**src/rtl/prbs_train_send_if.sv**
```systemverilog
// Push/pull word channel from the BER pattern source into the send-side FIFO.
interface prbs_train_send_if;
  logic [63:0] DOUT;
  logic        DOPUSH;
  logic        DOPULL;

  modport master (output DOUT, output DOPUSH, input DOPULL);
  modport slave  (input DOUT, input DOPUSH, output DOPULL);
endinterface

```
**src/rtl/prbs_train_send.sv**
```systemverilog
// BER link-test transmitter: training words for alignment, then PRBS15 data
// 64 bits per transfer, with single-bit error injection and a sent-word count.
module prbs_train_send #(
  parameter logic [63:0] TRAIN_WORD = 64'hF0F0_F0F0_F0F0_F0F0,
  parameter int unsigned TRAIN_LEN  = 16,
  parameter logic [14:0] SEED       = 15'h7FFF,
  parameter int unsigned CNT_W      = 48
) (
  input  logic             CLK,
  input  logic             RST,
  input  logic             EN,
  input  logic             CLR,
  input  logic             INJ_ERR,
  prbs_train_send_if.master tx,
  output logic             PHY_INIT,
  output logic             INJ_PEND,
  output logic [CNT_W-1:0] TX_CNT
);

  localparam int unsigned    TCW   = (TRAIN_LEN > 1) ? $clog2(TRAIN_LEN) : 1;
  localparam logic [TCW-1:0] TLAST = TCW'(TRAIN_LEN - 1);

  typedef enum logic [1:0] {S_IDLE, S_TRAIN, S_DATA} state_t;

  state_t           state_q;
  logic [14:0]      lfsr_q;
  logic [TCW-1:0]   tcnt_q;
  logic [CNT_W-1:0] tx_cnt_q;
  logic [63:0]      dout_q;
  logic             dopush_q;
  logic             phy_init_q;
  logic             inj_pend_q;
  logic             corr_q;

  logic [14:0] lfsr_d;
  logic [63:0] word_d;
  logic [14:0] s;
  logic        fb;
  logic        xfer;
  logic        last_train;
  logic        pend_d;

  // 64 serial LFSR steps unrolled; first step lands in bit 63.
  always_comb begin
    s      = lfsr_q;
    fb     = 1'b0;
    word_d = '0;
    for (int unsigned i = 0; i < 64; i++) begin
      fb     = s[14] ^ s[13];
      word_d = {word_d[62:0], fb};
      s      = {s[13:0], fb};
    end
    lfsr_d = s;
  end

  always_comb begin
    xfer       = dopush_q & tx.DOPULL;
    last_train = (tcnt_q == TLAST);
    pend_d     = inj_pend_q;
    if (xfer && state_q == S_DATA && corr_q) pend_d = 1'b0;
    if (INJ_ERR && !inj_pend_q)              pend_d = 1'b1;
  end

  // The corruption mask is fixed when a word is loaded so a stalled word never
  // changes; corr_q remembers whether the presented word carries it.
  always_ff @(posedge CLK) begin
    if (RST) begin
      state_q    <= S_IDLE;
      lfsr_q     <= SEED;
      tcnt_q     <= '0;
      tx_cnt_q   <= '0;
      dout_q     <= '0;
      dopush_q   <= 1'b0;
      phy_init_q <= 1'b0;
      inj_pend_q <= 1'b0;
      corr_q     <= 1'b0;
    end else if (CLR) begin
      lfsr_q     <= SEED;
      tcnt_q     <= '0;
      tx_cnt_q   <= '0;
      inj_pend_q <= 1'b0;
      corr_q     <= 1'b0;
      state_q    <= EN ? S_TRAIN : S_IDLE;
      dopush_q   <= EN;
      phy_init_q <= EN;
      if (EN) dout_q <= TRAIN_WORD;
    end else begin
      inj_pend_q <= pend_d;
      if (xfer && state_q == S_DATA && tx_cnt_q != '1)
        tx_cnt_q <= tx_cnt_q + CNT_W'(1);
      if (!EN) begin
        state_q    <= S_IDLE;
        dopush_q   <= 1'b0;
        phy_init_q <= 1'b0;
      end else begin
        case (state_q)
          S_IDLE: begin
            state_q    <= S_TRAIN;
            tcnt_q     <= '0;
            dout_q     <= TRAIN_WORD;
            dopush_q   <= 1'b1;
            phy_init_q <= 1'b1;
          end
          S_TRAIN: begin
            if (xfer) begin
              if (last_train) begin
                state_q    <= S_DATA;
                phy_init_q <= 1'b0;
                dout_q     <= word_d ^ {{63{1'b0}}, pend_d};
                corr_q     <= pend_d;
                lfsr_q     <= lfsr_d;
              end else begin
                tcnt_q <= tcnt_q + TCW'(1);
              end
            end
          end
          S_DATA: begin
            if (xfer) begin
              dout_q <= word_d ^ {{63{1'b0}}, pend_d};
              corr_q <= pend_d;
              lfsr_q <= lfsr_d;
            end
          end
          default: state_q <= S_IDLE;
        endcase
      end
    end
  end

  assign tx.DOUT   = dout_q;
  assign tx.DOPUSH = dopush_q;
  assign PHY_INIT  = phy_init_q;
  assign INJ_PEND  = inj_pend_q;
  assign TX_CNT    = tx_cnt_q;

endmodule

```
**src/flat_wrapper.sv**
```systemverilog
// flat-port wrapper written by rule: the top's interface ports become plain ports
module prbs_train_send_flat 
#(
  parameter logic [63:0] TRAIN_WORD = 64'hF0F0_F0F0_F0F0_F0F0,
  parameter int unsigned TRAIN_LEN  = 16,
  parameter logic [14:0] SEED       = 15'h7FFF,
  parameter int unsigned CNT_W      = 48
)
  (CLK, RST, EN, CLR, INJ_ERR, PHY_INIT, INJ_PEND, TX_CNT, tx_DOUT, tx_DOPUSH, tx_DOPULL);
  prbs_train_send_if tx_i ();
  input  logic CLK;
  input  logic RST;
  input  logic EN;
  input  logic CLR;
  input  logic INJ_ERR;
  output logic PHY_INIT;
  output logic INJ_PEND;
  output logic [CNT_W-1:0] TX_CNT;
  output wire logic [$bits(tx_i.DOUT)-1:0] tx_DOUT;
  output wire logic [$bits(tx_i.DOPUSH)-1:0] tx_DOPUSH;
  input wire logic [$bits(tx_i.DOPULL)-1:0] tx_DOPULL;
  assign tx_DOUT = tx_i.DOUT;
  assign tx_DOPUSH = tx_i.DOPUSH;
  assign tx_i.DOPULL = tx_DOPULL;
  prbs_train_send #(.TRAIN_WORD(TRAIN_WORD), .TRAIN_LEN(TRAIN_LEN), .SEED(SEED), .CNT_W(CNT_W)) u_core (.CLK(CLK), .RST(RST), .EN(EN), .CLR(CLR), .INJ_ERR(INJ_ERR), .tx(tx_i), .PHY_INIT(PHY_INIT), .INJ_PEND(INJ_PEND), .TX_CNT(TX_CNT));
endmodule
```
**config.mk**
```make
export PLATFORM = sky130hd
export DESIGN_NAME = prbs_train_send_flat
export DESIGN_NICKNAME = d
export VERILOG_FILES = /design/src/rtl/prbs_train_send_if.sv /design/src/rtl/prbs_train_send.sv /design/src/flat_wrapper.sv
export SDC_FILE = /design/constraint.sdc
export NUM_CORES = 1
export LEC_CHECK = 0
export CORE_MARGIN = 4
export CORE_UTILIZATION = 50
export DETAILED_ROUTE_END_ITERATION = 8
export MAX_ROUTING_LAYER = met4
export PLACE_DENSITY = 0.78
export SKIP_LAST_GASP = 1
export SLEW_MARGIN = 15
export SYNTH_ARGS = -nofsm -noshare
export SYNTH_HDL_FRONTEND = slang
export SYNTH_SLANG_ARGS = --single-unit
```
**constraint.sdc**
```tcl
create_clock -name CLK -period 6.05 [get_ports CLK]
set_input_delay 0.9075 -clock CLK [delete_from_list [all_inputs] [get_ports CLK]]
set_output_delay 0.9075 -clock CLK [all_outputs]
set_load 0.03 [all_outputs]
```
**Word-level counts from Yosys, hierarchy flattened**

Index checks and enable logic that the tools add are counted.

- Register bits: 137
- Output and inout port bits: 115
- Logic and storage cells: 142

- Add/sub/neg operators: 2
- Equal/unequal tests: 16
- Muxes and demuxes: 34
- Bitwise logic cells: 66
- Reduce and logical (&&, ||, !) cells: 15

Operators by type and width:

| operator | count |
|---|---|
| 64-bit two-way mux | 6 |
| 64-bit case mux with 3 select lines | 1 |
| 1-bit XOR | 64 |
| 64-bit by 1-bit XOR with 64-bit output | 1 |
| 48-bit by 1-bit adder with 48-bit output, second input constant | 1 |
| 48-bit inequality test, second input constant | 1 |
| 15-bit two-way mux | 3 |
| 15-bit case mux with 2 select lines | 1 |
| 1-bit two-way mux | 13 |
| 3-bit by 2-bit inequality test with 1-bit output, second input constant | 4 |
| 5-bit AND reduction | 2 |
| 2-bit two-way mux | 4 |
| 4-bit two-way mux | 2 |
| 4-bit by 3-bit inequality test with 1-bit output, second input constant | 2 |
| 4-bit case mux with 2 select lines | 1 |
| 2-bit by 1-bit inequality test with 1-bit output, second input constant | 3 |
| 2-bit case mux with 3 select lines | 1 |
| 3-bit AND reduction | 2 |
| 4-bit by 1-bit adder with 4-bit output, second input constant | 1 |
| 4-bit equality test, second input constant | 1 |
| 1-bit logical AND | 4 |
| 4-bit by 2-bit inequality test with 1-bit output, second input constant | 1 |
| 1-bit case mux with 2 select lines | 2 |
| 4-bit AND reduction | 1 |
| 10 further kinds | 11 |

**Depth between registers and ports, before layout**

Gate-level depths: netlist of the first run.

- Word-level depth: 11
- Mapped depth: 9
- Gate-level depth less buffers: 8

**Worst setup path before layout of the first run**

OpenSTA, ideal clock, no wires.

- Path kind: input to register
- Start: in tx_DOPULL
- End: reg u_core.tx_cnt_q[20], in the netlist u_core.TX_CNT[20]
- Library setup time: 0.070 ns
- Arrival time: 2.568 ns
- Data required time: 5.980 ns
- Slack: 3.411 ns
- Stages: 6
- Path buffers: 1
- Cell sequence: nand3_1 -> clkbuf_1 -> or4_1 -> a311o_1 -> or3_1 -> a21oi_1

- Word-level cells in the longest chain between the ends: 3

RTL lines:

| item | line | source |
|---|---|---|
| start, declared | flat_wrapper.sv:21 | `input wire logic [$bits(tx_i.DOPULL)-1:0] tx_DOPULL;` |
| 1-bit AND | prbs_train_send.sv:57 | `xfer = dopush_q & tx.DOPULL;` |
| 1-bit logical AND (2 in a row) | prbs_train_send.sv:89 | `if (xfer && state_q == S_DATA && tx_cnt_q != '1)` |
| end signal, assigned | prbs_train_send.sv:90 | `tx_cnt_q <= tx_cnt_q + CNT_W'(1);` |
| end, declared | prbs_train_send.sv:28 | `logic [CNT_W-1:0] tx_cnt_q;` |

Every way passes these cells.
A chain may end at the register's enable or synchronous reset.

**Final worst setup path of the first run**

- Start: in tx_DOPULL
- End: reg u_core.tx_cnt_q[39], in the netlist u_core.TX_CNT[39]

Same word-level chain as after synthesis.

==> metrics.txt, run 1 <==
status=completed; top_reg_cell synth=dfxtp_1; Initial Utilization=51.19%; Vias/cell=5.687; Port Buf Inserts=120; YS warnings=0; via count=5488; initial antenna violation count=0; Max Clk Rate=294.4 MHz; Die W=118.9 um; routed len/inst=16.91 um; clk buf depth=2; htree depth=4; Hold Buf Count CTS=0; DRC viols=0; total power draw=0.002168 W; clock skew=8.506 ps; CP Launch Type=primary input; DP HPWL=11210 um; share of layout cells above drive strength 1=5.868%; Async SR Flop Fraction=0%; final setup fails=0; hold crit path type=reg2reg; Post-Syn Instances=712; number of global-route vias before repair=5376; Final Cycle Share=56.14%; Clock Sinks=137; Post-synth EDFFs=0; flops & latches, synth=137; Flop pwr share=43.4%; slew margin rel.=21.97%; Placer Congestion=0.8461; Total Wirelength=16320 um; actual slew at the worst max-slew pin=1170 ps; RSZ-0062 raised after global routing=no; Final Instance Count excl. Fillers=965; TNS Setup=0 ps; Mapped Area=6148 um^2; die height=118.9 um; Antenna Nets Post-Route=0; CP Max Fanout=13; setup slack at placement=2186 ps; Worst IR Drop VDD=0.1771 mV; Hold Vio Cnt, Final=0; Comb power frac=7.9%; Slew Viols, Final=0; Avg Inst Size Synth=8.635 um^2; TritonCTS Buffers=17; GRT Total Usage=23.99%; DIE AREA=14130 um^2; antenna cell count=0; Rows=40; First-pass DRT Iterations=5; Static Leak=2.717 nW; internal power=0.001655 W; nature of the critical path endpoint=flop; Sw Pwr=0.0005128 W; nets=817; sequential area share after synthesis=44.61%; Sw Share=23.66%; final hold slack=488.1 ps; grt ovf=0; CP Class=in2reg; Syn Nets=724; clock power share=48.7%; CTS tree=built; Area growth, synth to finish=29.63%; cts repair resizes=0; clk slew on worst S/H paths=60 ps; setup ws final=2653 ps; required time of the worst setup path=6320 ps; Post-CTS Setup Bufs=0; core area=12010 um^2; power per cell area=272.0 nW/um^2; largest net degree at the start of global routing=68; DP Cell Count=933; minimum clock period=3397 ps; clk_lat worst skew=420 ps; first-pass GRT wire length=26890 um; Top Ports=121; Unique masters post-synth=46; Root Driver=clkbuf_16; number of max-cap violations=0; Critical Path AT=3670 ps; DRT iter0 DRCs=516
==> cells in the final DEF, fill, tap and decap left out, types with 3 or more instances in the layout <==
master,n
dfxtp_1,137
nor2_1,141
nor3_1,22
clkbuf_16,17
o211ai_1,8
a22oi_1,25
or4_1,3
ha_1,6
or3_1,9
buf_4,4
inv_1,10
clkdlybuf4s50_1,119
and3_1,4
xor2_1,35
xnor2_1,73
clkinvlp_4,4
bufinv_16,3
nand2_1,38
o21ai_0,9
nand4_1,21
nand3_1,26
a211oi_1,30
a21oi_1,21
nor4_1,10
clkinv_2,4
mux2i_1,9
==> state kept, by name, indices dropped and copies added, names as in the netlist <==
signal	count
u_core.tx.DOUT	64
u_core.TX_CNT	48
u_core.lfsr_q	15
u_core.tcnt_q	4
u_core.state_q	2
u_core.INJ_PEND	1
u_core.PHY_INIT	1
u_core.corr_q	1
u_core.tx.DOPUSH	1
==> routing by layer <==
layer / routed length, um / track usage [%]
met5: 0 / -
met4: 319 / 8.689
met3: 1052 / 5.935
met2: 7762 / 38.05
met1: 7180 / 29.86
==> per-stage QoR <==
| step | instance area [um^2] | utilization [%] |
|---|---|---|
| 5_1_grt | 7970 | 66.35 |
| 6_report | 7970 | 66.35 |
| 4_1_cts | 7970 | 66.35 |
| 3_3_place_gp | 7365 | 61.31 |
| 2_1_floorplan | 6148 | - |
| 3_5_place_dp | 7365 | 61.31 |
==> cells by family (layout without fill, tap and decap cells) <==
| family | Yosys count | in the layout | share of synthesized area (%) |
|---|---|---|---|
| AND/OR/NAND/NOR | 289 | 289 | 22.04 |
| flip-flops | 137 | 137 | 44.61 |
| XOR/XNOR | 108 | 108 | 15.38 |
| AO/OA/AOI/OAI | 102 | 102 | 11.27 |
| buffers and inverters | 60 | 166 | 3.826 |
| multiplexers | 10 | 10 | 1.648 |
| adder cells (fa/ha/maj) | 6 | 6 | 1.221 |
==> worst max-delay path: stages <==
cell and delay (ps):
clkdlybuf4s50_1 540, nand3_1 410, nor4_4 620, nand3_1 480
nor4_1 480, xnor2_1 170, nor2_1 50
==> layout make-up <==
cell class,instances,area (um^2)
multi-input cells,515,3174
fillers,959,4041
well taps,147,183.9
clock inverters,12,148.9
flip-flops and latches,137,2743
clock buffers,20,456.7
repair buffers,124,1226
inverters,10,37.54
==> power groups by stage <==
stage | registers, W | clock network (W) | logic, W
2_1_floorplan | 0.00100 | 0 | 0.0000642
3_3_place_gp | 0.000960 | 0 | 0.000169
3_5_place_dp | 0.000961 | 0 | 0.000171
4_1_cts | 0.000941 | 0.00106 | 0.000172
5_1_grt | 0.000943 | 0.00111 | 0.000184
6_report | 0.000941 | 0.00105 | 0.000172
==> cells in the mapped netlist, types with 21 or more instances <==
cell | number | share of area [%]
xnor2_1 | 73 | 10
dfxtp_1 | 137 | 45
nor3_1 | 22 | 1.8
nand2_1 | 38 | 2.3
a22oi_1 | 25 | 3.1
nor2_1 | 141 | 8.6
a21oi_1 | 21 | 1.7
xor2_1 | 35 | 5.0
a211oi_1 | 30 | 3.7
nand4_1 | 21 | 2.1
nand3_1 | 26 | 2.1
clkbuf_1 | 39 | 2.4
==> path summary, 6_finish.rpt <==
check / slack (ps) / startpoint / cells past startpoint / endpoint
worst max register to register: 3000 / u_core.state_q[0] / 8 / u_core.TX_CNT[39]
worst min-delay path: 490 / u_core.corr_q / 2 / u_core.corr_q
worst max-delay path: 2650 / tx_DOPULL / 7 / u_core.TX_CNT[39]
worst min register to register: 490 / u_core.corr_q / 2 / u_core.corr_q
No activity file was read; power rests on OpenSTA's default activity.
==> inputs of run 2 (changes only) <==
--- a/config.mk
+++ b/config.mk
@@ -6,10 +6,10 @@
 export NUM_CORES = 1
 export LEC_CHECK = 0
 export CORE_MARGIN = 4
-export CORE_UTILIZATION = 50
+export CORE_UTILIZATION = 47
 export DETAILED_ROUTE_END_ITERATION = 8
 export MAX_ROUTING_LAYER = met4
-export PLACE_DENSITY = 0.78
+export PLACE_DENSITY = 0.77
 export SKIP_LAST_GASP = 1
 export SLEW_MARGIN = 15
 export SYNTH_ARGS = -nofsm -noshare
==> constraint.sdc (replaced) <==
create_clock -name CLK -period 3 [get_ports CLK]
set_input_delay 0.45 -clock CLK [delete_from_list [all_inputs] [get_ports CLK]]
set_output_delay 0.45 -clock CLK [all_outputs]
set_load 0.03 [all_outputs]
==> run 2 against run 1 <==
Global-route usage down 0.25 points. Sequential share of layout area down 0.44 points. Clock skew about the same. Utilization down 2.9 points. Via count up 2.3%. Total power up 98%. Setup slack worse by 2200 ps. Final cell count up 3.7%. Non-clock buffer count up 11. Wire length up 4.8%. Die area up 5.9%. Largest cell class unchanged.
==> metrics.txt, run 2 (same netlist as run 1, synthesis figures left out) <==
number of global-route vias before repair=5487; Die W=122.4 um; commonest cells after routing, fill and taps aside=nor2_1, dfxtp_1, clkdlybuf4s50_1; Reg area=2743 um^2; Initial Utilization=48.33%; Rows=41; max FFs per register=64; antenna cell count=0; core area=12720 um^2; Worst R2R Path Depth=6; DRC viols=0; htree depth=4; nature of the critical path endpoint=flop; First-pass DRT Iterations=5; nets=828; status=completed; first-pass GRT wire length=27590 um; Post-CTS Setup Bufs=0; via count=5613; minimum clock period=2502 ps; Antenna Nets Post-Route=0; CTS tree=built; Worst R2R End=u_core.TX_CNT[44]; Slew Viols, Final=0; hold crit path type=in2reg; DIE AREA=14980 um^2; Final Instance Count excl. Fillers=1001; CP Max Fanout=7; number of max-cap violations=0; routed len/inst=17.09 um; number of fill cells in the layout=1072; required time of the worst setup path=3340 ps; initial antenna violation count=0; power per cell area=532.3 nW/um^2; DP Cell Count=969; clk buf depth=2; cts repair resizes=0; Critical Path AT=2850 ps; Root Driver=clkbuf_16; Port Buf Inserts=120; Hold Vio Cnt, Final=0; share of layout cells above drive strength 1=6.996%; grt ovf=0; commonest non-fill, non-tap cell in the layout=nor2_1; CP Launch Type=flop; Vias/cell=5.607; RSZ-0062 raised after global routing=no; largest net degree at the start of global routing=56; Total Wirelength=17100 um; Hold Buf Count CTS=0; Top Ports=121; Area growth, synth to finish=31.32%; clk slew on worst S/H paths=60 ps; final setup fails=0; slew margin rel.=43.21%; crit path launch=u_core.TX_CNT[26]; area taken by multi-input logic gates=3174 um^2; CP Class=reg2reg; Static Leak=2.759 nW; Final Cycle Share=83.40%; clk_lat worst skew=420 ps; DP HPWL=11870 um; Placer Congestion=0.8744; Clock Sinks=137; GRT Total Usage=23.74%; TNS Setup=0 ps; actual slew at the worst max-slew pin=845.8 ps; R2R setup slack=500 ps; DRT iter0 DRCs=481; clock skew=8.314 ps; Max Clk Rate=399.7 MHz; Worst IR Drop VDD=0.3732 mV; Critical R2R Launch=u_core.TX_CNT[26]; TritonCTS Buffers=17; die height=122.4 um; CP endpoint=u_core.TX_CNT[44]
## run 2: routing by layer
layer / track usage, % / wire [um] / vias up
li1: - / - / 2659
met1: 29.67 / 7421 / 2693
met2: 37.75 / 8289 / 220
met3: 4.147 / 971 / 41
met4: 10.57 / 421 / 0
met5: - / 0 / -
## run 2: cell type report
class	count	share of cell area, %
Inverter	10	0.4649
Clock buffer	21	5.703
Timing Repair Buffer	135	16.36
Multi-Input combinational cell	515	39.32
Tap cell	172	2.665
Clock inverter	11	1.519
Sequential cell	137	33.97
## run 2: where the power goes
group	leakage (nW)	switching, W	total (W)	internal, W
Combinational	1.37	0.000222	0.000351	0.000129
Clock	0.275	0.000780	0.00204	0.00126
Sequential	1.11	0.0000352	0.00190	0.00187
Total	2.76	0.00104	0.00430	0.00326
## run 2: worst min-delay path by stage
| stage | from | endpoint | slack (ps) | depth (start not counted) |
|---|---|---|---|---|
| finish | RST | u_core.tx.DOUT[0] | 410 | 2 |
| global route | RST | u_core.tx.DOUT[3] | 410 | 2 |
| CTS | RST | u_core.tx.DOUT[3] | 390 | 2 |
| detailed placement | u_core.tx.DOUT[51] | u_core.tx.DOUT[51] | 480 | 2 |
| global placement | u_core.corr_q | u_core.corr_q | 460 | 2 |
| floorplan | u_core.corr_q | u_core.corr_q | 450 | 2 |
## run 2: per-stage QoR
stage | area [um^2] | hold WS [ps] | util (%) | worst slack [ps] | power [W]
6_report | 8074 | 409.2 | 63.46 | 498.0 | 0.004297
5_1_grt | 8074 | 413.6 | 63.46 | 260.9 | 0.004427
2_1_floorplan | 6148 | 454.4 | - | 503.6 | 0.002147
4_1_cts | 8074 | 386.9 | 63.46 | 524.0 | 0.004316
3_3_place_gp | 7491 | 464.0 | 58.88 | 347.1 | 0.002284
3_5_place_dp | 7491 | 480.0 | 58.88 | 310.9 | 0.002291
## run 2: critical path, cell delays in order (launching register included)
cell and delay, ps:
dfxtp_1 430, nand4_1 230, nor2_1 490, o311ai_1 370, or3_1 440, or3_1 320
a21oi_1 140
